===== src/rtl/ps2_scancode_rx.sv =====
// PS/2 keyboard receiver: synchronizes and filters the raw pins, deframes
// 11-bit device-to-host frames and folds E0/F0 prefixes into per-code flags.
module ps2_scancode_rx #(
  parameter int clk_mhz    = 25,
  parameter int timeout_us = 100,
  parameter int filter_len = 8
) (
  input  logic       clk,
  input  logic       n_reset,
  input  logic       ps2clk,
  input  logic       ps2data,
  output logic [7:0] code,
  output logic       code_valid,
  output logic       code_release,
  output logic       code_extended,
  output logic       frame_err,
  output logic       busy
);

  localparam int TIMEOUT_CYC = clk_mhz * timeout_us;
  localparam int CNT_W       = $clog2(TIMEOUT_CYC + 1);
  // fall is registered, so the counter restarts one cycle late; firing at
  // TIMEOUT_CYC-2 puts frame_err exactly TIMEOUT_CYC cycles after fall.
  localparam logic [CNT_W-1:0] TIMEOUT_HIT = CNT_W'(TIMEOUT_CYC - 2);

  localparam logic [7:0] BYTE_RELEASE  = 8'hF0;
  localparam logic [7:0] BYTE_EXTENDED = 8'hE0;

  typedef enum logic [1:0] {
    IDLE   = 2'd0,
    DATA   = 2'd1,
    PARITY = 2'd2,
    STOP   = 2'd3
  } state_t;

  state_t state_reg, state_next;

  logic                  clk_meta_reg, clk_sync_reg;
  logic                  data_meta_reg, data_sync_reg;
  logic [filter_len-1:0] hist_reg;
  logic                  filt_reg, filt_prev_reg, fall_reg;

  logic [7:0]       shift_reg;
  logic [2:0]       bit_cnt_reg;
  logic             par_ok_reg;
  logic [CNT_W-1:0] tmo_cnt_reg;
  logic             pend_rel_reg, pend_ext_reg;

  logic byte_done, err_now, timeout_hit;

  // Two-flop synchronizers; lines idle high.
  always_ff @(posedge clk or negedge n_reset) begin
    if (!n_reset) begin
      clk_meta_reg  <= 1'b1;
      clk_sync_reg  <= 1'b1;
      data_meta_reg <= 1'b1;
      data_sync_reg <= 1'b1;
    end else begin
      clk_meta_reg  <= ps2clk;
      clk_sync_reg  <= clk_meta_reg;
      data_meta_reg <= ps2data;
      data_sync_reg <= data_meta_reg;
    end
  end

  // Clock de-glitch: level only changes on a full run of identical samples.
  always_ff @(posedge clk or negedge n_reset) begin
    if (!n_reset) begin
      hist_reg      <= '1;
      filt_reg      <= 1'b1;
      filt_prev_reg <= 1'b1;
      fall_reg      <= 1'b0;
    end else begin
      hist_reg <= {hist_reg[filter_len-2:0], clk_sync_reg};
      if (hist_reg == '0) begin
        filt_reg <= 1'b0;
      end else if (&hist_reg) begin
        filt_reg <= 1'b1;
      end
      filt_prev_reg <= filt_reg;
      fall_reg      <= filt_prev_reg & ~filt_reg;
    end
  end

  assign timeout_hit = (state_reg != IDLE) && !fall_reg && (tmo_cnt_reg == TIMEOUT_HIT);

  always_ff @(posedge clk or negedge n_reset) begin
    if (!n_reset) begin
      state_reg <= IDLE;
    end else begin
      state_reg <= state_next;
    end
  end

  always_comb begin
    state_next = state_reg;
    byte_done  = 1'b0;
    err_now    = 1'b0;
    if (timeout_hit) begin
      state_next = IDLE;
      err_now    = 1'b1;
    end else if (fall_reg) begin
      case (state_reg)
        IDLE: begin
          if (!data_sync_reg) begin
            state_next = DATA;
          end
        end
        DATA: begin
          if (bit_cnt_reg == 3'd7) begin
            state_next = PARITY;
          end
        end
        PARITY: begin
          state_next = STOP;
        end
        STOP: begin
          state_next = IDLE;
          if (data_sync_reg && par_ok_reg) begin
            byte_done = 1'b1;
          end else begin
            err_now = 1'b1;
          end
        end
        default: begin
          state_next = IDLE;
        end
      endcase
    end
  end

  // Shift register, bit counter and parity check.
  always_ff @(posedge clk or negedge n_reset) begin
    if (!n_reset) begin
      shift_reg   <= 8'h00;
      bit_cnt_reg <= 3'd0;
      par_ok_reg  <= 1'b0;
    end else if (fall_reg && !timeout_hit) begin
      case (state_reg)
        IDLE: begin
          if (!data_sync_reg) begin
            bit_cnt_reg <= 3'd0;
          end
        end
        DATA: begin
          shift_reg   <= {data_sync_reg, shift_reg[7:1]};
          bit_cnt_reg <= bit_cnt_reg + 3'd1;
        end
        PARITY: begin
          par_ok_reg <= (^shift_reg) ^ data_sync_reg;
        end
        default: begin
        end
      endcase
    end
  end

  always_ff @(posedge clk or negedge n_reset) begin
    if (!n_reset) begin
      tmo_cnt_reg <= '0;
    end else if (fall_reg || state_reg == IDLE) begin
      tmo_cnt_reg <= '0;
    end else begin
      tmo_cnt_reg <= tmo_cnt_reg + 1'b1;
    end
  end

  // Prefix folding and output delivery.
  always_ff @(posedge clk or negedge n_reset) begin
    if (!n_reset) begin
      code          <= 8'h00;
      code_valid    <= 1'b0;
      code_release  <= 1'b0;
      code_extended <= 1'b0;
      frame_err     <= 1'b0;
      pend_rel_reg  <= 1'b0;
      pend_ext_reg  <= 1'b0;
    end else begin
      code_valid <= 1'b0;
      frame_err  <= err_now;
      if (err_now) begin
        pend_rel_reg <= 1'b0;
        pend_ext_reg <= 1'b0;
      end else if (byte_done) begin
        if (shift_reg == BYTE_RELEASE) begin
          pend_rel_reg <= 1'b1;
        end else if (shift_reg == BYTE_EXTENDED) begin
          pend_ext_reg <= 1'b1;
        end else begin
          code          <= shift_reg;
          code_release  <= pend_rel_reg;
          code_extended <= pend_ext_reg;
          code_valid    <= 1'b1;
          pend_rel_reg  <= 1'b0;
          pend_ext_reg  <= 1'b0;
        end
      end
    end
  end

  assign busy = (state_reg != IDLE);

endmodule


===== config.mk =====
export PLATFORM = sky130hd
export DESIGN_NAME = ps2_scancode_rx
export DESIGN_NICKNAME = d
export VERILOG_FILES = /design/src/rtl/ps2_scancode_rx.sv
export SDC_FILE = /design/constraint.sdc
export NUM_CORES = 1
export LEC_CHECK = 0
export ABC_AREA = 1
export CAP_MARGIN = 0
export CELL_PAD_IN_SITES_DETAIL_PLACEMENT = 0
export CELL_PAD_IN_SITES_GLOBAL_PLACEMENT = 1
export CORE_MARGIN = 4
export CORE_UTILIZATION = 35
export DETAILED_ROUTE_END_ITERATION = 6
export PLACE_DENSITY = 0.64
export REMOVE_ABC_BUFFERS = 1
export SLEW_MARGIN = 30
export SYNTH_ARGS = -nofsm -noshare
export SYNTH_HDL_FRONTEND = slang
export SYNTH_SLANG_ARGS = --single-unit

===== constraint.sdc =====
create_clock -name clk -period 2.7 [get_ports clk]
set_clock_uncertainty 0.05 [all_clocks]
set_input_delay 0.405 -clock clk [delete_from_list [all_inputs] [get_ports clk]]
set_output_delay 0.405 -clock clk [all_outputs]
set_load 0.1 [all_outputs]

Yosys cells after proc, flatten, opt, wreduce, memory -nomap -nowiden:

Cells that the tools add are included.

* $add $sub $neg: 2
* multiplexer cells: 30
* bitwise operators: 6
* reduce and logical (&&, ||, !) cells: 23
* equality and inequality tests: 12

Operators by type and width (number)
* 1-bit 2-to-1 mux: 22
* 8-bit equality test (second input constant): 2
* 12-bit by 1-bit adder with 12-bit output (second input constant): 1
* 12-bit equality test (second input constant): 1
* 12-bit 2-to-1 mux: 1
* 2-bit nonzero test: 5
* 3-bit != test (second input constant): 3
* 8-bit zero test: 1
* 2-bit 2-to-1 mux: 4
* 2-bit one-hot mux with 4 select lines: 1
* 2-bit AND reduction: 4
* 8-bit AND reduction: 1
* 8-bit parity: 1
* 3-bit one-hot mux with 2 select lines: 1
* 3-bit AND reduction: 2
* 2-bit equality test (second input constant): 2
* 1-bit logical AND: 4
* 2-bit != test (second input constant): 2
* 1-bit NOT: 4
* 4-bit AND reduction: 1
* 3-bit by 1-bit adder with 3-bit output (second input constant): 1
* 3-bit equality test (second input constant): 1
* 3-bit 2-to-1 mux: 1
* 2-bit by 1-bit equality test with 1-bit output (second input constant): 1
* 5 further kinds: 6

* flip-flop bits (word level): 55
* output and inout bits: 13
* input port bits: 4

Depth between registers and ports, before layout:

* word-level depth: 7
* depth in mapped cells: 10
* depth with buffers taken out: 10

Least setup slack after synthesis:

Ideal clock, no wire load.

* path type: register -> output
* from: register state_reg[0]
* to: output busy
* arrival: 1264 ps
* stages on the path, launching flop included: 4
* required time: 2245 ps
* path slack: 981 ps
* cells stage by stage: dfrtp_1 -> inv_1 -> ha_1 -> inv_1

* longest elaborated chain between the ends: 1

Ends and longest elaborated chain
* start: declaration: line 36 `state_t state_reg, state_next;`
* start signal: assignment: line 91 `state_reg <= state_next;`
* 2-bit nonzero test: line 201 `assign busy = (state_reg != IDLE);`
* end: declaration: line 17 `output logic busy`

No other way between the ends.

Worst setup path in the final report:

Ends and elaborated chain as after synthesis.

==> flow_metrics.py <==
metrics = {
    "run_status": {
        "status": "complete, no violations",
    },
    "floorplanning": {
        "core_area_mm2": 0.00683,
        "dieHeight_um": 92.2,
        "start_util_pct": 36.3,
        "design.die.area_mm2": 0.00850,
        "ios": 17,
        "die-width_um": 92.2,
        "rows": 30,
    },
    "flow_run": {
        "maxCapViolCount": 0,
    },
    "layout": {
        "multi_input_area_um2": 940,
        "regArea_mm2": 0.00139,
        "nFillCells": 701,
        "largest_reg_flops": 12,
        "area_delta_synth_final_pct": 14.0,
        "drive_gt1_share_pct": 21.0,
        "nets": 292,
        "diodes": 0,
    },
    "critical_path": {
        "cp_cell_sequence": "inv_1 > ha_1 > inv_1 > buf_4",
        "worst-path-max-fanout": 5,
        "end_kind": "output port",
        "crit_arrival_ns": 1.43,
        "setup.worst_path.start_class": "flip-flop",
        "cpMaxStageDelayCell": "dfrtp_1",
        "max_stage_delay_ns": 0.39,
        "worst-setup-path-type": "reg2out",
        "crit_path_frequent_cell": "inv_1",
        "cp.required_ns": 2.25,
    },
    "timing": {
        "setup_viol": 0,
        "finalCritPeriodShare_pct": 69.8,
        "final_max_slew_viol_count": 0,
        "tightest_slew_ns": 0.442,
        "setup-tns-final_ns": 0,
        "rsz0062_at_grt": "false",
        "max_clock_freq_mhz": 531,
        "relSlewSlack_pct": 70.5,
        "hold_violations": 0,
        "whs_ns": 0.0410,
        "fin_crit_ns": 1.88,
    },
    "logic_synthesis": {
        "synth_cell_types": 33,
        "synth_seq_cells": 55,
        "ys_seq_area_share_pct": 56.2,
        "synth.avg_cell_area_um2": 9.80,
        "synthCells": 253,
        "synth.largest_area_cell": "dfrtp_1",
        "synthTopCellsByArea": "dfrtp_1, dfstp_2, nand2_1",
        "syn_area_mm2": 0.00248,
        "synth_top_cell_area_share_pct": 41.4,
        "ys_warn_count": 0,
    },
    "placed_design": {
        "dp_hpwl_um": 2830,
        "io_buffer_count": 16,
        "gp_congestion": 0.708,
    },
    "drt": {
        "via_per_inst": 4.23,
        "wl_per_cell_um": 10.8,
        "routed_wl_um": 4000,
        "vias": 1574,
        "drtIter0Drc": 49,
        "drtAntennaViolNets": 0,
        "drc": 0,
        "drt_pre_antenna_iters": 4,
    },
    "grt": {
        "grt_pass1_vias": 1564,
        "grt_pass1_wl_um": 7290,
        "met2_usage_pct": 16.0,
        "gr-usage-met3_pct": 3.36,
        "grt_max_degree": 56,
        "overflow": 0,
        "met1_usage_pct": 15.0,
        "grt_busiest_layer": "met2",
        "track_usage_pct": 10.8,
        "antenna_found_initial": 0,
    },
    "clock_network": {
        "cts_resized": 0,
        "numClockSinks": 55,
        "clockBufferDepth": 2,
        "cts-root-buf": "clkbuf_8",
        "cts.clk_slew.worst_paths_ns": 0.09,
        "post-cts-setup-buffer-count": 0,
        "cts_buffers": 5,
        "cts_tree": "yes",
        "clock_latency_ns": 0.30,
        "htree_levels": 2,
        "hold_buffers": 0,
    },
    "power": {
        "cellLeakagePower_uw": 0.00138,
        "powerDensity_mw_per_mm2": 640,
        "vdd_ir_drop_max_mv": 0.249,
    },
    "worst_hold_path": {
        "hold_class": "in2async",
    },
}
cell usage after synthesis, drive strengths merged:
library cell,n
buf,1
o21ai,24
nand2,61
a211oi,2
dfrtp,41
o31ai,1
ha,13
xnor2,1
or2,1
nand3b,2
nor3,4
o21a,1
inv,35
dfstp,14
nand4,4
o211ai,1
nor4,2
nand3,8
nor2,24
clkbuf,1
a21oi,8
xor2,4
layout by cell type (no fill, tap or decap), types with 6 or more instances in the layout:
| cell | netlist | layout |
|---|---|---|
| nand2_1 | 57 | 57 |
| dfrtp_1 | 41 | 41 |
| inv_1 | 34 | 34 |
| nor2_1 | 19 | 19 |
| o21ai_0 | 14 | 14 |
| dfstp_2 | 14 | 14 |
| ha_1 | 13 | 13 |
| buf_4 | 0 | 13 |
| a21oi_1 | 8 | 8 |
| o21ai_2 | 8 | 8 |
| clkbuf_8 | 0 | 7 |
| nand3_1 | 6 | 6 |
worst max-delay path, delay by kind of cell, from the launching register on:
| family | cells | cell delay, ns |
|---|---|---|
| adder cells (fa/ha/maj) | 1 | 0.27 |
| buffers and inverters | 3 | 0.48 |
| flip-flops | 1 | 0.39 |
cells by family (layout without fill, tap and decap cells):
family | Yosys count | count (layout) | share of synthesized area (%)
AND/OR/NAND/NOR | 106 | 106 | 20.4
flip-flops | 55 | 55 | 56.2
AO/OA/AOI/OAI | 37 | 37 | 9.18
adder cells (fa/ha/maj) | 13 | 13 | 6.56
buffers and inverters | 37 | 60 | 5.90
XOR/XNOR | 5 | 5 | 1.77
final timing paths:
path,startpoint,end,depth (start not counted),slack (ns)
setup / recovery,state_reg[0],busy,4,0.82
hold / removal,n_reset,code_valid,2,0.04
setup reg to reg,state_reg[0],pend_ext_reg,10,1.00
hold reg to reg,clk_sync_reg,hist_reg[0],0,0.31
max in group asynchronous,n_reset,data_meta_reg,2,2.26
min in group clk,clk_sync_reg,hist_reg[0],0,0.31
cell type report:
class	instances	share of cell area [%]
repair buffers	17	5.04
flip-flops and latches	55	49.3
well taps	96	4.25
multi-input cells	161	33.2
inverters	35	4.65
clock buffers	8	3.54
routing by layer:
layer	vias up	share of wire (%)	wire length (µm)
met2	20	43	1710
met3	4	3.2	129
met4	0	1.1	44
met5	-	0	0
li1	848	-	-
met1	702	53	2120
where the power goes:
group	internal (µW)	switching, µW
clock	235	246
combinational	110	273
sequential	896	50.2
through the flow:
stage                     instances  cell area [µm²]  worst slack [ns]  power (µW)  util, %
after CTS                       372             2830             0.795        1850     41.4
final                           372             2830             0.815        1810     41.4
after global routing            372             2830             0.727        1940     41.4
after detailed placement        364             2730             0.993        1350     39.9
after floorplan                 251             2460             0.981        1240        -
after global placement          364             2730              1.06        1350     39.9
No activity file was read; power rests on OpenSTA's default activity.
